<file path="src/rtl/simon64_96_keygen.sv">
// ============================================================================
// simon64_96_keygen
// Iterative SIMON64/96 key expansion: accepts one 96-bit key, streams k0..k41.
// Revision: 1.0
// ============================================================================
`default_nettype none

module simon64_96_keygen #(
  parameter int          N_ROUNDS = 42,
  parameter logic [61:0] Z_SEQ    = 62'b10101111011100000011010010011000101000010001111110010110110011
) (
  input  logic        clk,
  input  logic        rst_n,
  input  logic        key_valid,
  output logic        key_ready,
  input  logic [95:0] key,
  output logic        rk_valid,
  input  logic        rk_ready,
  output logic [31:0] rk,
  output logic [5:0]  rk_index,
  output logic        rk_last,
  output logic        busy
);

  localparam logic [0:0] S_IDLE = 1'b0;
  localparam logic [0:0] S_EMIT = 1'b1;
  localparam logic [5:0] LAST_IDX = 6'(N_ROUNDS - 1);

  logic [0:0]  state_q, state_d;
  logic [31:0] w0_q, w0_d;
  logic [31:0] w1_q, w1_d;
  logic [31:0] w2_q, w2_d;
  logic [5:0]  idx_q, idx_d;
  logic [61:0] z_q, z_d;

  logic [31:0] w_t0;
  logic [31:0] w_t1;
  logic [31:0] w_knew;

  // k(i+3) from k(i) and k(i+2); z_q[61] always holds z2[index]
  always_comb begin
    w_t0   = {w2_q[2:0], w2_q[31:3]};
    w_t1   = w_t0 ^ {w_t0[0], w_t0[31:1]};
    w_knew = w0_q ^ w_t1 ^ 32'hFFFF_FFFC ^ {31'b0, z_q[61]};
  end

  always_comb begin
    state_d = state_q;
    w0_d    = w0_q;
    w1_d    = w1_q;
    w2_d    = w2_q;
    idx_d   = idx_q;
    z_d     = z_q;
    case (state_q)
      S_IDLE: begin
        if (key_valid) begin
          w0_d    = key[31:0];
          w1_d    = key[63:32];
          w2_d    = key[95:64];
          idx_d   = 6'd0;
          z_d     = Z_SEQ;
          state_d = S_EMIT;
        end
      end
      S_EMIT: begin
        if (rk_ready) begin
          if (idx_q == LAST_IDX) begin
            state_d = S_IDLE;
          end else begin
            w0_d  = w1_q;
            w1_d  = w2_q;
            w2_d  = w_knew;
            idx_d = idx_q + 6'd1;
            z_d   = {z_q[60:0], z_q[61]};
          end
        end
      end
      default: state_d = S_IDLE;
    endcase
  end

  always_ff @(posedge clk) begin
    if (!rst_n) begin
      state_q <= S_IDLE;
      w0_q    <= 32'd0;
      w1_q    <= 32'd0;
      w2_q    <= 32'd0;
      idx_q   <= 6'd0;
      z_q     <= Z_SEQ;
    end else begin
      state_q <= state_d;
      w0_q    <= w0_d;
      w1_q    <= w1_d;
      w2_q    <= w2_d;
      idx_q   <= idx_d;
      z_q     <= z_d;
    end
  end

  assign key_ready = (state_q == S_IDLE);
  assign busy      = (state_q != S_IDLE);
  assign rk_valid  = (state_q == S_EMIT);
  assign rk        = w0_q;
  assign rk_index  = idx_q;
  assign rk_last   = (state_q == S_EMIT) && (idx_q == LAST_IDX);

endmodule

`default_nettype wire

</file>
<file path="config.mk">
export PLATFORM = sky130hd
export DESIGN_NAME = simon64_96_keygen
export DESIGN_NICKNAME = d
export VERILOG_FILES = /design/src/rtl/simon64_96_keygen.sv
export SDC_FILE = /design/constraint.sdc
export NUM_CORES = 1
export LEC_CHECK = 0
export ABC_CLOCK_PERIOD_IN_PS = 3600
export CORE_ASPECT_RATIO = 1.1
export CORE_MARGIN = 10
export CORE_UTILIZATION = 30
export CTS_BUF_LIST = sky130_fd_sc_hd__clkbuf_8
export CTS_CLUSTER_DIAMETER = 50
export CTS_CLUSTER_SIZE = 16
export DETAILED_ROUTE_END_ITERATION = 10
export HOLD_SLACK_MARGIN = 0.02
export PLACE_DENSITY = 0.58
export SYNTH_ARGS = -nofsm -noshare
export SYNTH_HDL_FRONTEND = slang
export SYNTH_SLANG_ARGS = --single-unit
export TNS_END_PERCENT = 50
</file>
<file path="constraint.sdc">
create_clock -name clk -period 3.6 [get_ports clk]
set_clock_uncertainty 0.2 [all_clocks]
set_input_delay 0.54 -clock clk [delete_from_list [all_inputs] [get_ports clk]]
set_output_delay 0.54 -clock clk [all_outputs]
set_load 0.01 [all_outputs]
</file>
==> flow_metrics.env <==
export IMPL_status="finished clean"
export IMPL_start_util_pct=30.43
export IMPL_final_net_count=1056
export IMPL_p_leak_nw=3.374
export IMPL_htree_levels=4
export IMPL_core_area_um2=24400
export IMPL_p_clk_share_pct=31.5
export IMPL_wl_per_cell_um=15.81
export IMPL_ff2ff_setup_slack_ps=970
export IMPL_ctsHoldBuffers=0
export IMPL_power_frac_seq_pct=48.9
export IMPL_drt_initial_drc_count=488
export IMPL_wl_met1_um=10040
export IMPL_syn_nets=955
export IMPL_grt_max_degree=72
export IMPL_cts_sinks=165
export IMPL_combPwrFrac_pct=19.6
export IMPL_drc_errors=0
export IMPL_antenna_found_initial=0
export IMPL_clockRootBuffer="clkbuf_8"
export IMPL_worst_setup_path_end_kind="output pin"
export IMPL_cts_max_path_buffers=2
export IMPL_worstPathRequired_ps=2860
export IMPL_grt_pass1_wl_um=32060
export IMPL_core_rowCount=60
export IMPL_start_kind="register"
export IMPL_stdcell_count=1277
export IMPL_switching_share_pct=27.52
export IMPL_worst_pin_slew_ps=935.4
export IMPL_path_cells="ha_1, nand2b_1, nor3_1, clkdlybuf4s50_1"
export IMPL_report_final_slew_viol_count=0
export IMPL_num_io_pins=142
export IMPL_cts_made_buffers=17
export IMPL_port_buffers=141
export IMPL_path_max_fanout=5
export IMPL_fp_dieArea_um2=31450
export IMPL_place_inst=1245
export IMPL_critical_path_slowest_cell="clkdlybuf4s50_1"
export IMPL_drv_cap=0
export IMPL_vias=6140
export IMPL_critPathKind="reg2out"
export IMPL_finalWorstSetupSlack_ps=896.3
export IMPL_min_path_type="reg2reg"
export IMPL_cts_tree="done"
export IMPL_synth_area_per_cell_um2=8.704
export IMPL_rsz0062_at_grt="false"
export IMPL_postCtsSetupRepairBufs=0
export IMPL_ys_types=30
export IMPL_routed_wl_met2_um=8692
export IMPL_syn_inst=853
export IMPL_grt_overflow=0
export IMPL_preCtsSetupSlack_ps=764.6
export IMPL_die_x_um=170.0
export IMPL_setup_viol=0
export IMPL_slew_headroom_pct=37.64
export IMPL_p_total_mw=4.241
export IMPL_finalSetupTns_ps=0
export IMPL_drt_pass1_iterations=6
export IMPL_routed_wl_um=20190
export IMPL_met3_length_um=1287
export IMPL_synth_flop_cell="dfxtp_1"
export IMPL_routed_top_layer="met4"
export IMPL_power_internal_mw=3.074
export IMPL_clk_pin_slew_ps=90
export IMPL_synthToLayoutAreaGrowth_pct=27.37
export IMPL_ir_drop_mv=0.2225
export IMPL_syn_cell_area_um2=7425
export IMPL_first_global_vias=5823
export IMPL_viasPerCell=4.808
export IMPL_p_per_area_nw_per_um2=448.4
export IMPL_gp_congestion=0.7961
export IMPL_ant_nets=0
export IMPL_place_hpwl_um=13750
export IMPL_crit_arrival_ps=1960
export IMPL_yosys_warnings=0
export IMPL_synth_edf_count=0
export IMPL_max_freq_ghz=0.3699
export IMPL_final_hold_violation_count=0
export IMPL_insertion_delay_ps=440
export IMPL_die_y_um=185.0
export IMPL_finalCritPeriodShare_pct=75.10
export IMPL_final_layout_size_suffix_gt1_share_pct=5.285
export IMPL_ctsResizeCount=0
export IMPL_placed_area_um2=9059
export IMPL_yosysSeqAreaShare_pct=44.49
export IMPL_period_needed_ps=2704
export IMPL_ys_ff_latch=165
export IMPL_synthArstFlopShare_pct=0
export IMPL_track_usage_pct=12.72
export IMPL_switchingPower_mw=1.167
export IMPL_max_stage_delay_ps=560
export IMPL_final_cell_area_um2=9457
final timing paths:
check	from	to	depth (start not counted)
setup / recovery	rk_index[0]$_SDFFE_PN0P_	rk_last	4
hold reg to reg	z_q[22]$_SDFFE_PN1P_	z_q[23]$_SDFFE_PN0P_	2
hold / removal	z_q[22]$_SDFFE_PN1P_	z_q[23]$_SDFFE_PN0P_	2
setup reg to reg	rk_index[0]$_SDFFE_PN0P_	rk_index[1]$_SDFFE_PN0P_	6
cell type report:
type / count / area, um^2
inverters: 3 / 13.76
well taps: 310 / 387.9
flip-flops and latches: 165 / 3307
fillers: 2506 / 14940
clock inverters: 9 / 103.9
multi-input cells: 610 / 3744
repair buffers: 157 / 1607
clock buffers: 21 / 289.0
diodes: 2 / 5.005
power by group through the flow:
stage | Combinational, mW | Sequential (mW) | Clock, mW
after floorplan | 0.535 | 2.10 | 0
after global placement | 0.832 | 2.11 | 0
after detailed placement | 0.837 | 2.12 | 0
after CTS | 0.841 | 2.07 | 1.38
after global routing | 0.922 | 2.09 | 1.46
final | 0.831 | 2.07 | 1.34
kinds of logic after synthesis:
family                     after synthesis  synth area share, %
buffers and inverters                   78                5.342
and+or+nand+nor                        274                15.40
muxes                                   67                9.033
DFF                                    165                44.49
AOI/OAI and AO/OA                      200                17.49
xor gates and xnor gates                67                7.904
adders and majority gates                2               0.3370
through the flow:
| step | hold slack [ps] | utilization (%) |
|---|---|---|
| finish | 249.0 | 38.76 |
| global route | 266.5 | 38.74 |
| CTS | 248.3 | 38.74 |
| detailed placement | 244.2 | 37.13 |
| global placement | 237.0 | 37.13 |
| floorplan | 232.1 | - |
state kept, by name, summed over array words and instances, names as in the netlist:
name and cells:
z_q 62, rk 32, w1_q 32, w2_q 32
rk_index 6, busy 1
routing by layer:
layer	global-route usage, %	vias to the layer above
met5	0	-
met4	3.792	0
met3	3.620	11
met2	18.39	138
met1	17.81	2819
li1	-	3172
Yosys cell counts, types with 2 or more instances:
| cell type | number | area (um^2) |
|---|---|---|
| a21oi_1 | 65 | 325.3 |
| buf_4 | 6 | 45.04 |
| a211oi_1 | 64 | 480.5 |
| buf_6 | 6 | 67.56 |
| o21ai_0 | 34 | 170.2 |
| or3_1 | 2 | 12.51 |
| nor3_1 | 34 | 170.2 |
| xnor2_1 | 67 | 586.8 |
| nand3_1 | 33 | 165.2 |
| inv_1 | 2 | 7.510 |
| buf_2 | 29 | 145.1 |
| nor2b_1 | 2 | 12.51 |
| mux2i_1 | 67 | 670.6 |
| nor2_1 | 132 | 495.5 |
| nand2_1 | 67 | 251.5 |
| a211o_1 | 31 | 271.5 |
| dfxtp_1 | 165 | 3303 |
| ha_1 | 2 | 25.02 |
| clkbuf_1 | 34 | 127.6 |
critical path: cells and delay by family, from the launching register on:
kind | cells | cell delay [ps]
buffers and inverters | 1 | 560
flip-flops | 1 | 500
AND/OR/NAND/NOR | 2 | 250
adder cells (fa/ha/maj) | 1 | 220
placed cells by master (no fill, tap or decap), types with 3 or more instances in the layout:
| cell type | netlist | layout |
|---|---|---|
| nand2_1 | 67 | 67 |
| a211o_1 | 31 | 31 |
| a21oi_1 | 65 | 65 |
| nor3_1 | 34 | 34 |
| dfxtp_1 | 165 | 164 |
| a211oi_1 | 64 | 64 |
| clkbuf_8 | 0 | 21 |
| nand3_1 | 33 | 33 |
| xnor2_1 | 67 | 67 |
| inv_1 | 2 | 4 |
| buf_12 | 0 | 6 |
| o21ai_0 | 34 | 34 |
| clkdlybuf4s50_1 | 0 | 141 |
| mux2i_1 | 67 | 67 |
| clkinvlp_4 | 0 | 3 |
| buf_4 | 6 | 10 |
| nor2_1 | 132 | 132 |
Power figures use the tool's default switching activity.
